<file path="src/rtl/sram_like_arbiter.sv">
// sram_like_arbiter
//   Shares one sram-like memory port between the instruction requester (IF)
//   and the data requester (EXE/MEM). Data normally wins, but an instruction
//   fetch that has lost STARVE_MAX times in a row is forced through. Once a
//   request is presented downstream it is held (locked) until accepted. An
//   in-order tag FIFO remembers who issued each outstanding request, so every
//   m_data_ok is steered back to the right requester.
//
// Ports
//   clk, reset                       clock, async active-high reset
//   inst_req/wr/size/addr/wdata      instruction-side request
//   inst_addr_ok/data_ok/rdata       instruction-side handshake + response
//   data_req/wr/size/addr/wdata      data-side request
//   data_addr_ok/data_ok/rdata       data-side handshake + response
//   m_req/wr/size/addr/wdata         downstream request
//   m_addr_ok, m_data_ok, m_rdata    downstream handshake + response
//   arb_err                          sticky: response seen with no request outstanding
module sram_like_arbiter #(
    parameter int unsigned OUTSTANDING = 2,
    parameter int unsigned STARVE_MAX  = 8
) (
    input  logic        clk,
    input  logic        reset,
    input  logic        inst_req,
    input  logic        inst_wr,
    input  logic [1:0]  inst_size,
    input  logic [31:0] inst_addr,
    input  logic [31:0] inst_wdata,
    output logic        inst_addr_ok,
    output logic        inst_data_ok,
    output logic [31:0] inst_rdata,
    input  logic        data_req,
    input  logic        data_wr,
    input  logic [1:0]  data_size,
    input  logic [31:0] data_addr,
    input  logic [31:0] data_wdata,
    output logic        data_addr_ok,
    output logic        data_data_ok,
    output logic [31:0] data_rdata,
    output logic        m_req,
    output logic        m_wr,
    output logic [1:0]  m_size,
    output logic [31:0] m_addr,
    output logic [31:0] m_wdata,
    input  logic        m_addr_ok,
    input  logic        m_data_ok,
    input  logic [31:0] m_rdata,
    output logic        arb_err
);

    localparam int unsigned PW = (OUTSTANDING > 1) ? $clog2(OUTSTANDING) : 1;
    localparam int unsigned CW = $clog2(OUTSTANDING + 1);
    localparam int unsigned SW = (STARVE_MAX > 0) ? $clog2(STARVE_MAX + 1) : 1;

    typedef enum logic {
        OWN_INST = 1'b0,
        OWN_DATA = 1'b1
    } owner_t;

    owner_t          fifo_owner [OUTSTANDING];
    logic [PW-1:0]   rd_ptr;
    logic [PW-1:0]   wr_ptr;
    logic [CW-1:0]   count;
    logic            lock;
    owner_t          lock_owner;
    logic [SW-1:0]   starve_cnt;

    owner_t          winner;
    logic            win_req;
    logic            fifo_empty;
    logic            push_blocked;
    logic            push;
    logic            pop;
    owner_t          head_owner;

    function automatic logic [PW-1:0] ptr_inc(input logic [PW-1:0] p);
        return (p == PW'(OUTSTANDING - 1)) ? '0 : p + 1'b1;
    endfunction

    always_comb begin
        winner = OWN_INST;
        if (lock)
            winner = lock_owner;
        else if (starve_cnt == SW'(STARVE_MAX) && inst_req)
            winner = OWN_INST;
        else if (data_req)
            winner = OWN_DATA;
    end

    assign fifo_empty = (count == '0);
    assign pop        = m_data_ok & ~fifo_empty;
    assign head_owner = fifo_owner[rd_ptr];

    // A full FIFO still accepts an issue in the same cycle a response frees a
    // slot, so push+pop at full keeps the pipe streaming.
    assign push_blocked = (count == CW'(OUTSTANDING)) & ~pop;

    assign win_req = (winner == OWN_DATA) ? data_req : inst_req;
    assign m_req   = win_req & ~push_blocked;
    assign m_wr    = (winner == OWN_DATA) ? data_wr    : inst_wr;
    assign m_size  = (winner == OWN_DATA) ? data_size  : inst_size;
    assign m_addr  = (winner == OWN_DATA) ? data_addr  : inst_addr;
    assign m_wdata = (winner == OWN_DATA) ? data_wdata : inst_wdata;

    assign push         = m_req & m_addr_ok;
    assign inst_addr_ok = push & (winner == OWN_INST);
    assign data_addr_ok = push & (winner == OWN_DATA);

    assign inst_data_ok = pop & (head_owner == OWN_INST);
    assign data_data_ok = pop & (head_owner == OWN_DATA);
    assign inst_rdata   = m_rdata;
    assign data_rdata   = m_rdata;

    always_ff @(posedge clk or posedge reset) begin
        if (reset) begin
            for (int unsigned i = 0; i < OUTSTANDING; i++)
                fifo_owner[i] <= OWN_INST;
            rd_ptr     <= '0;
            wr_ptr     <= '0;
            count      <= '0;
            lock       <= 1'b0;
            lock_owner <= OWN_INST;
            starve_cnt <= '0;
            arb_err    <= 1'b0;
        end else begin
            if (push) begin
                fifo_owner[wr_ptr] <= winner;
                wr_ptr             <= ptr_inc(wr_ptr);
            end
            if (pop)
                rd_ptr <= ptr_inc(rd_ptr);

            case ({push, pop})
                2'b10:   count <= count + CW'(1);
                2'b01:   count <= count - CW'(1);
                default: count <= count;
            endcase

            // Hold the presented request until the downstream takes it.
            if (m_req) begin
                lock       <= ~m_addr_ok;
                lock_owner <= winner;
            end

            if (inst_addr_ok || !inst_req)
                starve_cnt <= '0;
            else if (data_addr_ok && starve_cnt != SW'(STARVE_MAX))
                starve_cnt <= starve_cnt + SW'(1);

            if (m_data_ok && fifo_empty)
                arb_err <= 1'b1;
        end
    end

endmodule

</file>
<file path="config.mk">
export PLATFORM = sky130hd
export DESIGN_NAME = sram_like_arbiter
export DESIGN_NICKNAME = d
export VERILOG_FILES = /design/src/rtl/sram_like_arbiter.sv
export SDC_FILE = /design/constraint.sdc
export NUM_CORES = 1
export LEC_CHECK = 0
export BUFFER_PORTS_ARGS = -buffer_cell sky130_fd_sc_hd__buf_2
export CAP_MARGIN = 10
export CORE_AREA = 5 5 117 119
export CTS_CLUSTER_SIZE = 8
export DETAILED_ROUTE_END_ITERATION = 12
export DIE_AREA = 0 0 122 124
export PLACE_DENSITY = 0.59
export SETUP_SLACK_MARGIN = 0.2
export SYNTH_ARGS = -nofsm -noshare
export SYNTH_HDL_FRONTEND = slang
export SYNTH_SLANG_ARGS = --single-unit
</file>
<file path="constraint.sdc">
create_clock -name clk -period 2.6 [get_ports clk]
set_clock_uncertainty 0.2 [all_clocks]
set_input_delay 0.39 -clock clk [delete_from_list [all_inputs] [get_ports clk]]
set_output_delay 0.39 -clock clk [all_outputs]
set_load 0.02 [all_outputs]
</file>
After elaboration in Yosys (flattened, before gate mapping)

Cells that the tools add are included.

Register bits after elaboration: 13
Bits in latches: 0
Bits in writable memories: 0
Bits in read-only memories: 0
Bits of input ports: 172
Logic and storage cells: 66
Memories kept: 0

Add/sub/neg operators: 5
Multiply operators: 0
Divide/modulo/power cells: 0
Order comparisons: 3
Eq/ne operators: 5
Shift-type cells: 0
Mux-type cells: 19
Bitwise operators: 16
Reduce and logical (&&, ||, !) cells: 9

Operators by type and width:

| operator            | count |
|---|---|
| $mux 32             | 2 |
| $mux 1              | 11 |
| $and 1x1->1         | 8 |
| $mux 4              | 2 |
| $not 1->1           | 6 |
| $add 4x1->4 const B | 1 |
| $eq 2x2->1 const B  | 2 |
| $eq 4x4->1 const B  | 1 |
| $ge 2x2->1 const B  | 2 |
| $logic_and 1x1->1   | 4 |
| $ne 4x4->1 const B  | 1 |
| $not 1->2           | 2 |
| $pmux 2 s2          | 1 |
| $reduce_bool 2->1   | 2 |
| $add 1x1->1 const B | 2 |
| $add 2x1->2 const B | 1 |
| $bwmux 2            | 1 |
| $eq 2x1->1 const B  | 1 |
| $logic_not 2->1     | 1 |
| $lt 2x1->1 const B  | 1 |
| $mux 2              | 1 |
| $sub 2x1->2 const B | 1 |
| $demux 1 s1         | 1 |
| $logic_not 1->1     | 1 |
| $logic_or 1x1->1    | 1 |

Logic depth before layout (Yosys ltp)

Word-level depth: 12
Depth in mapped cells: 7
Mapped depth without buffers: 6

Least setup slack after synthesis

OpenSTA, ideal clock, no wires.

Path kind: register -> output
Start: register starve_cnt[0]
End: output data_addr_ok
Data arrival time: 1.813 ns
Setup slack: 0.197 ns
Stages on the path, launching flop included: 8
Path buffers: 1
Cells stage by stage: dfrtp_1 > inv_1 > ha_1 > and3b_1 > a21oi_1 > a21oi_2 > buf_2 > nor3b_1

Cells in the longest elaborated chain, start to end: 8

Ends and longest elaborated chain:

| item                   | RTL line | RTL |
|---|---|---|
| start, declared        | 66       | `logic [SW-1:0] starve_cnt;` |
| start signal, assigned | 148      | `starve_cnt <= starve_cnt + SW'(1);` |
| $eq 4x4->1 (*)         | 84       | `else if (starve_cnt == SW'(STARVE_MAX) && inst_req)` |
| $logic_and 1x1->1 (*)  | 84       |  |
| $mux 1 (*)             | 84       |  |
| $mux 1 (*)             | 82       | `if (lock)` |
| $mux 1                 | 98       | `assign win_req = (winner == OWN_DATA) ? data_req : inst_req;` |
| $and 1x1->1            | 99       | `assign m_req = win_req & ~push_blocked;` |
| $and 1x1->1            | 105      | `assign push = m_req & m_addr_ok;` |
| $and 1x1->1 (*)        | 107      | `assign data_addr_ok = push & (winner == OWN_DATA);` |
| end, declared          | 37       | `output logic data_addr_ok,` |

Every way passes the cells marked *; elsewhere a longest branch is shown, timed or not.

Worst setup path after layout

Start: register starve_cnt[0]
End: output m_addr[26]

Cells in the longest elaborated chain, start to end: 5

Ends and longest elaborated chain:

| item              | RTL line | RTL |
|---|---|---|
| $eq 4x4->1        | 84       |  |
| $logic_and 1x1->1 | 84       |  |
| $mux 1            | 84       |  |
| $mux 1            | 82       |  |
| $mux 32           | 102      | `assign m_addr = (winner == OWN_DATA) ? data_addr : inst_addr;` |
| end, declared     | 43       | `output logic [31:0] m_addr,` |

Every way passes these cells.

==> results.toml <==
[grt]
grt_use_total = 0.104
antenna_found_initial = 0
overflow = 0
grt_pass1_vias = 2346
grt_first_pass_wirelength_microns = 12400
grt_max_degree = 18

[floorplanning]
die_area_sq_um = 15100
fp.dieW_microns = 122
row_count = 41
pin_count = 309
start_util = 0.161
die_y_microns = 124
core_sq_um = 12500

[worst_setup_path]
rr_worst_depth = 7
r2r_setup_slack_ns = 0.47
worstSetupPathType = "reg2out"
crit_path_max_fanout = 16
start_kind = "flop"
end_kind = "primary output"
arrival_ns = 2.08
crit-reg2reg-launch = "starve_cnt[0]"
reg2reg_to = "starve_cnt[3]"
cp.required_ns = 2.01

[synth]
syn_nets = 388
ys_warn_count = 0
syn_area_sq_um = 2010
synth.top_cell.area_share = 0.325
syn_inst = 213
synthTopCellsByArea = "mux2_2 32%, buf_4 24%, dfrtp_1 16%, mux2_1 5.6%, buf_2 2.0%"
synth_ff_type = "dfrtp_1"
ys_ff_latch = 13
synth_top_area_cell = "mux2_2"
synth_edf_count = 0
async_reset_ff_frac = 1.00
ys_seq_area_frac = 0.162
avgSynthCellArea_sq_um = 9.44
ys_types = 33

[cells_and_area]
multi_input_area_sq_um = 1280
fin_nets = 547
final-seq-area_sq_um = 327
fin_cells = 543
drive_gt1_frac = 0.822
fill_cells = 1343
syn2layout_area_growth_pct = 69.9
diodes = 0
mostFrequentLayoutCells = "177 x buf_2, 36 x mux2_2, 30 x mux2_4"
layout_commonest_cell = "buf_2"

[timing]
fin_worst_hold_slack_ns = -0.0213
worstMarginPinSlew_ns = 0.531
hold_violations = 13
finalSetupViolations = 62
finalCriticalPeriod_ns = 2.67
fin_crit_sh = 1.03
rsz0062_at_grt = "true"
tns_ns = -2.31
fmax_mhz = 374
slew_violations = 0
slew_headroom = 0.646
setup_slack_ns = -0.0716

[run_status]
status = "complete, but fails checks"
violations = "negative hold slack, negative setup slack"

[clocking]
path_clk_slew_ns = 0.05
cts_buffers = 3
htreeDepth = 1
clock-sinks = 13
cts_buffer_depth = 2
clk-insertion-delay-late_ns = 0.24
clockRootBuffer = "clkbuf_16"
cts_tree = "built"
cts-hold-fix-buffers = 0

[power_and_ir_drop]
swShare = 0.440
peakVddDrop_v = 0.000421
leakagePower_nw = 1.78
internal-power_mw = 2.11
switching_power_mw = 1.65
clock_power_share = 0.078
power_density_nw_per_um2 = 1100
totalPowerFinal_mw = 3.76
power_frac_seq = 0.094
combPwrFrac = 0.828

[route]
vias_per_cell = 3.92
drc_errors = 0
post_drt_wl_per_cell_microns = 17.1
detail_route.iter0.violations = 31
num_vias = 2129
ant_nets = 0
routed_wirelength_microns = 9270
dr.pass1.iters = 4

[place]
dpl.cell_count = 527
detailed_place_hpwl_microns = 7560
place.gp.congestion = 0.760
portBuffers = 212

[min_path]
min_path_type = "in2async"

[job]
max_cap_violations = 0
-- registers in the layout (all words and copies together) (netlist names) --
| register | flops |
|---|---|
| starve_cnt | 4 |
| count | 2 |
| arb_err | 1 |
| lock_owner | 1 |
| lock | 1 |
| rd_ptr | 1 |
| fifo_owner | 2 |
| wr_ptr | 1 |
-- stage by stage --
stage	setup WS, ns	instance area (sq um)	utilization	hold slack, ns
finish	-0.0716	3420	0.274	-0.0213
global route	-0.161	3420	0.274	0.0410
CTS	-0.0903	3200	0.257	0.00320
detailed placement	-0.0220	2820	0.226	0.249
global placement	0.00562	2820	0.226	0.236
floorplan	0.267	2020	-	0.0670
-- layer usage --
layer  vias to the layer above  global-route usage  wire length, microns
li1                        996                   -                     -
met1                       971               0.119                  3310
met2                       146               0.197                  5020
met3                        16              0.0227                   800
met4                         0              0.0266                   133
met5                         -                   0                     0
-- area by class of cell --
cell class                 count  share of cell area
clock buffer                   4              0.0231
tap                          172              0.0630
inverter                       9             0.00989
timing repair buffer         226               0.432
multi-input combinational    119               0.376
sequential                    13              0.0956
-- logic make-up after synthesis --
family          synth area share
xor+xnor                  0.0218
flops                      0.162
fa+ha+maj                 0.0187
simple gates              0.0566
buf+inv                    0.276
compound gates            0.0797
mux                        0.386
-- cells in the mapped netlist, types with 2 or more instances --
| cell type | number |
|---|---|
| a21oi_1 | 4 |
| buf_2 | 8 |
| buf_4 | 64 |
| dfrtp_1 | 13 |
| ha_1 | 3 |
| inv_1 | 8 |
| mux2_1 | 10 |
| mux2_2 | 58 |
| nand2_1 | 3 |
| nor2_1 | 5 |
| nor3b_1 | 2 |
| o21a_1 | 2 |
| o21ai_0 | 6 |
| o31ai_1 | 4 |
| or4_1 | 2 |
| xnor2_1 | 4 |
-- power by group through the flow --
stage                     Clock, mW  Combinational (mW)  Sequential (mW)
after floorplan                   0                1.75            0.322
after global placement            0                2.31            0.353
after detailed placement          0                2.34            0.355
after CTS                     0.299                2.86            0.350
after global routing          0.307                3.30            0.362
final                         0.292                3.12            0.353
-- worst max-delay path, cell delays in order (launching register included) --
cell	delay, ns
dfrtp_1	0.37
inv_1	0.06
ha_1	0.13
and3b_2	0.22
a21oi_4	0.07
a21oi_4	0.14
buf_12	0.18
buf_16	0.17
mux2_2	0.34
buf_2	0.16
-- worst max-delay path by stage --
stage,startpoint,end,slack (ns),depth (start not counted)
6_report,starve_cnt[0],m_addr[26],-0.07,9
5_1_grt,starve_cnt[1],m_addr[18],-0.16,9
4_1_cts,starve_cnt[0],m_wdata[2],-0.09,9
3_5_place_dp,starve_cnt[0],m_wdata[30],-0.02,8
3_3_place_gp,starve_cnt[0],m_wdata[30],0.006,8
2_1_floorplan,starve_cnt[0],m_wdata[16],0.27,7
-- what timing repair did --
item,CTS,global route
buffers inserted,6,2
gates resized for setup,57,50
setup endpoints to repair,69,69
pin swaps,3,0
hold endpoints to repair,0,0
cloned,3,1
(Power assumes the default switching activity.)
